[config.mk]
export PLATFORM = sky130hd
export DESIGN_NAME = reflet_periph_arbiter
export DESIGN_NICKNAME = d
export VERILOG_FILES = /design/src/rtl/reflet_periph_arbiter.sv
export SDC_FILE = /design/constraint.sdc
export NUM_CORES = 1
export LEC_CHECK = 0
export BUFFER_PORTS_ARGS = -buffer_cell sky130_fd_sc_hd__buf_4
export CAP_MARGIN = 30
export CORE_ASPECT_RATIO = 0.5
export CORE_MARGIN = 5
export CORE_UTILIZATION = 30
export CTS_BUF_LIST = sky130_fd_sc_hd__clkbuf_16
export DETAILED_ROUTE_END_ITERATION = 12
export GPL_TIMING_DRIVEN = 0
export PLACE_DENSITY = 0.75
export RECOVER_POWER = 25
export SLEW_MARGIN = 20
export SYNTH_ARGS = -nofsm -noshare
export SYNTH_HDL_FRONTEND = slang
export SYNTH_SLANG_ARGS = --single-unit
[constraint.sdc]
create_clock -name clk -period 1.24 [get_ports clk]
set_input_delay 0.062 -clock clk [delete_from_list [all_inputs] [get_ports clk]]
set_output_delay 0.062 -clock clk [all_outputs]
set_load 0.01 [all_outputs]
[src/rtl/reflet_periph_arbiter.sv]
// Two-master (CPU = m0, DMA = m1) round-robin arbiter for a shared peripheral bus.
// Each access runs IDLE -> ACCESS -> DONE. Optional bus lock: define REFLET_ARB_LOCK_EN.
module reflet_periph_arbiter #(
   parameter int base_addr_size = 16,
   parameter int word_size      = 8
) (
   input  logic                      clk,
   input  logic                      reset,
   input  logic                      m0_req,
   input  logic [base_addr_size-1:0] m0_addr,
   input  logic [word_size-1:0]      m0_wdata,
   input  logic                      m0_we,
   output logic                      m0_ack,
   input  logic                      m1_req,
   input  logic [base_addr_size-1:0] m1_addr,
   input  logic [word_size-1:0]      m1_wdata,
   input  logic                      m1_we,
   output logic                      m1_ack,
`ifdef REFLET_ARB_LOCK_EN
   input  logic                      m0_lock,
   input  logic                      m1_lock,
`endif
   output logic [word_size-1:0]      rdata,
   output logic                      p_enable,
   output logic [base_addr_size-1:0] p_addr,
   output logic [word_size-1:0]      p_wdata,
   output logic                      p_we,
   input  logic [word_size-1:0]      p_rdata
);

   typedef enum logic [1:0] {IDLE, ACCESS, DONE} state_t;

   state_t state, next_state;
   logic   owner;       // 0 = m0, 1 = m1
   logic   last_owner;
   logic   winner;
   logic   any_req;

   assign any_req = m0_req | m1_req;

`ifdef REFLET_ARB_LOCK_EN
   logic locked;
   logic owner_lock;
   logic owner_req;

   assign owner_lock = owner ? m1_lock : m0_lock;
   assign owner_req  = owner ? m1_req  : m0_req;
`endif

   always_comb begin
      winner = 1'b0;
      if (m0_req && m1_req)
         winner = ~last_owner;
      else if (m1_req)
         winner = 1'b1;
`ifdef REFLET_ARB_LOCK_EN
      // A locked owner keeps the bus as long as it keeps asking for it.
      if (locked && owner_req)
         winner = owner;
`endif
   end

   always_ff @(posedge clk or posedge reset) begin
      if (reset) begin
         state      <= IDLE;
         owner      <= 1'b0;
         last_owner <= 1'b1;
         rdata      <= '0;
      end else begin
         state <= next_state;
         if (state == IDLE && any_req)
            owner <= winner;
         if (state == ACCESS)
            rdata <= p_rdata;
         if (state == DONE)
            last_owner <= owner;
      end
   end

`ifdef REFLET_ARB_LOCK_EN
   always_ff @(posedge clk or posedge reset) begin
      if (reset)
         locked <= 1'b0;
      else if (state == DONE)
         locked <= owner_lock;
      else if (state == IDLE && (!owner_lock || !owner_req))
         locked <= 1'b0;
   end
`endif

   always_comb begin
      next_state = state;
      p_enable   = 1'b0;
      p_we       = 1'b0;
      p_addr     = '0;
      p_wdata    = '0;
      m0_ack     = 1'b0;
      m1_ack     = 1'b0;
      unique case (state)
         IDLE: begin
            if (any_req)
               next_state = ACCESS;
         end
         ACCESS: begin
            p_enable   = 1'b1;
            p_we       = owner ? m1_we    : m0_we;
            p_addr     = owner ? m1_addr  : m0_addr;
            p_wdata    = owner ? m1_wdata : m0_wdata;
            next_state = DONE;
         end
         DONE: begin
            m0_ack     = ~owner;
            m1_ack     = owner;
            next_state = IDLE;
         end
         default: next_state = IDLE;
      endcase
   end

endmodule
==> results.yml, run 1 <==
clock_network:
  clk_pin_slew_ns: 0.04
  clockBufferDepth: 2
  htreeDepth: 1
  worstSkewPairLatency_ns: 0.24
  numCtsBuffers: 3
  cts_root_buf: "clkbuf_16"
  cts.sinks: 12
  cts_tree: "built"
floorplan:
  die-height_um: 48.43
  dieArea_mm2: 0.004206
  core_mm2: 0.002700
  pin_count: 98
  die_w_um: 86.85
  start_util_pct: 32.81
  num_rows: 13
hold_path:
  hold_class: "input pin to register"
logic_synthesis:
  yosysSeqAreaShare_pct: 34.04
  syn-cell-area_um2: 885.9
  synth.avg_cell_area_um2: 9.843
  yosysWarnings: 0
  syn-num-nets: 152
  synth_cell_types: 20
  yosys_register_bits: 12
  syn_inst: 90
outcome:
  violations: "setup timing"
  status: "finished with violations"
layout:
  fillerInstances: 111
  fin_cells: 239
  post-route-util_pct: 87.86
  areaGrowthSynthToFinish_pct: 167.8
  multi_input_area_um2: 872.1
  drive_above_1_share_pct: 81.68
  regArea_um2: 302.8
  nNetsFinal: 265
  diodes: 0
detailed_routing:
  first_iter_violations: 39
  drt-pass1-iter-count: 4
  drc_errors: 0
  finalWirelength_um: 5301
  dr_total_vias: 1197
  vias_per_cell: 5.008
  wl_per_cell_um: 22.18
  antenna_left: 0
grt:
  antenna_found_initial: 0
  grt.total_usage_pct: 18.00
  overflow: 0
  grt_pass1_vias: 1141
  grt_max_degree: 13
  grt_pass1_wl_um: 5920
setup_path:
  end_kind: "output pin"
  crit_path_start_kind: "register"
  required_ns: 1.18
  cp_max_fo: 7
  path_class: "register to output pin"
  critPathArrivalTime_ns: 1.37
timing:
  setup_ws_ns: -0.1912
  skew_ns: 0.0008629
  fin_crit_sh_pct: 115.4
  rsz0062_at_grt: "true"
  max_slew_margin_pct: 70.24
  holdWs_ns: 0.04667
  max_clock_freq_mhz: 698.7
  worst_slew_pin_slew_ns: 0.4459
  final-hold-violation-count: 0
  fin_crit_ns: 1.431
  setup_viol: 28
  slew_viol_final: 0
place:
  dp_slack_ns: -0.09372
  place.gp.congestion: 0.7259
  port-buffer-count: 97
  dp_cells: 224
  dp.final_hpwl_um: 2675
power_and_ir_drop:
  p_leak_nw: 1.071
  powerDensity_mw_per_mm2: 2474
  peakVddDrop_v: 0.001572
  power_mw: 5.870
flow_run:
  maxCapViolations: 0
worst paths after layout:
check                      startpoint          to  slack [ns]  depth (start not counted)
setup / recovery                owner   p_addr[1]       -0.19                          5
max in group asynchronous       reset  last_owner        0.50                          3
setup reg to reg             state[1]    rdata[7]       -0.03                          4
hold / removal                 m0_req    state[0]        0.05                          2
hold reg to reg              rdata[2]    rdata[2]        0.50                          1
min in group asynchronous       reset    rdata[2]        0.41                          3
critical path, cell delays in order (launching register included):
cell and delay [ns]:
dfrtp_1 0.34, buf_6 0.17, clkbuf_16 0.18, mux2i_2 0.24
nor2_2 0.06, buf_6 0.12
timing repair:
action	CTS	global route
hold buffers	1	0
pin swaps	12	17
gates cloned	1	3
setup buffers	7	2
endpoints found under the hold margin	11	0
gates resized for setup	50	69
endpoints found under the setup margin	28	35
area by class of cell:
cell class,instances,share of cell area (%)
repair buffers,109,39.93
flip-flops and latches,12,12.76
inverters,3,0.5802
multi-input cells,68,36.76
well taps,37,1.951
clock buffers,3,3.165
clock inverters,1,0.1582
plain buffers,6,4.694
power by group:
part	switching (mW)	total, mW	internal, mW
logic	1.96	4.52	2.57
clock network	0.173	0.598	0.425
registers	0.137	0.749	0.612
sequential cells by signal, indices dropped and copies added, names as in the netlist:
register and cells:
owner 1, rdata 8, state 2, last_owner 1
Yosys cell counts (all sizes together):
master  number  area share, %
nor2        27             11
clkbuf       1           0.85
inv          3            1.3
buf          6            6.5
and3b        1           0.99
dfrtp       11             31
a21boi       1           0.85
mux2         8             11
or2b         1           0.85
dfstp        1            3.0
mux2i       25             28
o21a         1           0.85
or3b         1           0.99
a21o         1           0.85
a22o         1           0.99
nand2b       1           0.71
cell usage in the layout, fill, tap and decap left out, types with 4 or more instances in the layout:
cell	netlist	layout
buf_4	2	73
buf_6	2	22
mux2i_4	0	16
nor2_4	0	16
dfrtp_1	11	10
clkbuf_1	0	8
mux2_2	7	7
nor2_2	0	7
clkbuf_16	0	6
mux2i_2	0	5
buf_8	1	4
mux2i_1	25	4
nor2_1	27	4
cells by family after synthesis:
family          synth area share, %
mux                           38.84
simple gates                  14.97
buf+inv                       8.614
flops                         34.04
compound gates                3.532
through the flow:
step / TNS [ns] / cell area [µm²]
detailed placement: -0.6785 / 1660
floorplan: 0 / 885.9
global route: -5.442 / 2372
global placement: -0.4417 / 1660
finish: -4.303 / 2372
CTS: -4.511 / 2017
metal layers:
layer	wire [µm]	share of wire, %	vias to the layer above	global-route usage [%]
li1	-	-	541	-
met3	348	6.6	18	5.565
met4	199	3.8	0	7.772
met2	2654	50	59	30.73
met5	0	0	-	0
met1	2099	40	579	20.63
(Power assumes the default switching activity.)
==> run 2: changes to the inputs <==
- HOLD_SLACK_MARGIN: default -> 0.05
==> results.yml, run 2 (synthesis gave the netlist of run 1 again) <==
outcome:
  status: "finished with violations"
  violations: "setup timing"
detailed_routing:
  drt-pass1-iter-count: 4
  met1_length_um: 2147
  antenna_left: 0
  dr_total_vias: 1265
  dr_wl_met3_um: 452
  drc_errors: 0
  top_layer: "met4"
  wl_met2_um: 3062
  wl_per_cell_um: 24.24
  vias_per_cell: 5.249
  first_iter_violations: 42
  finalWirelength_um: 5843
setup_path:
  critPathArrivalTime_ns: 1.40
  path_class: "register to output pin"
  end_kind: "output pin"
  cp_max_fo: 7
  crit_path_start_kind: "register"
  r2r_cells: 4
  required_ns: 1.18
clock_network:
  clk_pin_slew_ns: 0.04
  cts_root_buf: "clkbuf_16"
  worstSkewPairLatency_ns: 0.24
  clockBufferDepth: 2
  numCtsBuffers: 3
  cts_tree: "built"
  cts.sinks: 12
  htreeDepth: 1
layout:
  post-route-util_pct: 89.85
  reg_top3: "rdata: 8 flops, state: 2 flops"
  largest_reg_flops: 8
  drive_above_1_share_pct: 83.82
  regMostFlops: "rdata"
  nNetsFinal: 267
  final_common_cell: "buf_4"
  multi_input_area_um2: 885.9
  diodes: 0
  final_cell_mix: "80 x buf_4, 20 x buf_6, 17 x mux2i_4, 17 x nor2_4, 10 x dfrtp_1"
  regArea_um2: 302.8
  areaGrowthSynthToFinish_pct: 173.9
  fin_cells: 241
  fillerInstances: 103
power_and_ir_drop:
  p_leak_nw: 1.104
  powerDensity_mw_per_mm2: 2503
  peakVddDrop_v: 0.001831
grt:
  grt_pass1_vias: 1163
  grt_max_degree: 13
  grt_pass1_wl_um: 6196
  overflow: 0
  antenna_found_initial: 0
  grt.total_usage_pct: 19.06
timing:
  max_clock_freq_mhz: 684.1
  max_slew_margin_pct: 68.28
  fin_crit_ns: 1.462
  setup_viol: 28
  setup_ws_ns: -0.2217
  worst_slew_pin_slew_ns: 0.4753
  tns_ns: -4.927
  slew_viol_final: 0
  final-hold-violation-count: 0
  rsz0062_at_grt: "true"
  skew_ns: 0.001843
  fin_crit_sh_pct: 117.9
floorplan:
  core_mm2: 0.002700
  die_w_um: 86.85
  dieArea_mm2: 0.004206
  num_rows: 13
  pin_count: 98
  start_util_pct: 32.81
  die-height_um: 48.43
place:
  port-buffer-count: 97
  dp_slack_ns: -0.09372
  dp_cells: 224
  dp.final_hpwl_um: 2675
  place.gp.congestion: 0.7259
flow_run:
  maxCapViolations: 0
hold_path:
  hold_depth: 2
  hold_class: "input pin to register"
## run 2: cell count changes in the layout (fill, tap and decap cells not counted), sizes merged
cell | before | now
buf | 103 | 108
dlygate4sd3 | 1 | 3
clkbuf | 14 | 9
## run 2: area by class of cell
cell class / instances / area share, %
Clock inverter: 1 / 0.1547
Inverter: 3 / 0.5673
Timing Repair Buffer: 111 / 40.69
Multi-Input combinational cell: 68 / 36.51
Sequential cell: 12 / 12.48
Clock buffer: 3 / 3.094
Buffer: 6 / 4.590
Tap cell: 37 / 1.908
## run 2: layer usage
| layer | global-route usage (%) | vias up |
|---|---|---|
| met5 | 0 | - |
| met1 | 19.94 | 638 |
| met4 | 10.88 | 0 |
| li1 | - | 539 |
| met3 | 7.757 | 18 |
| met2 | 32.24 | 70 |
## run 2: what timing repair did
action                                  4_1_cts  5_1_grt
gates cloned                                  1        3
endpoints found under the hold margin        13        0
pin swaps                                    12       19
setup buffers                                 7        2
resized for setup                            50       70
hold buffers                                  3        0
endpoints found under the setup margin       28       35
## run 2: path summary, 6_finish.rpt
path / start / to / slack (ns)
min in group asynchronous: reset / rdata[3] / 0.44
max: owner / p_addr[1] / -0.22
max reg2reg: state[1] / rdata[7] / -0.05
max in group asynchronous: reset / state[0] / 0.45
min: p_rdata[3] / rdata[3] / 0.06
min reg2reg: rdata[4] / rdata[4] / 0.51
## run 2: power breakdown
group,total [mW],switching [mW],internal [mW]
combinational,4.70,2.03,2.67
clock,0.600,0.175,0.425
sequential,0.769,0.157,0.613
## run 2: per-stage QoR
stage                     hold WS [ns]  power (mW)  cell area [µm²]
after detailed placement       0.09990       3.263             1660
after global placement         0.09206       3.223             1660
after CTS                      0.05245       4.740             2037
after floorplan               -0.07402       2.198            885.9
final                          0.05640       6.073             2426
after global routing           0.05814       6.317             2426
## run 2: critical path: stages (launching register included)
cell and delay (ns):
dfrtp_1 0.34, buf_6 0.18, clkbuf_16 0.19, mux2i_2 0.25
nor2_2 0.07, buf_6 0.13
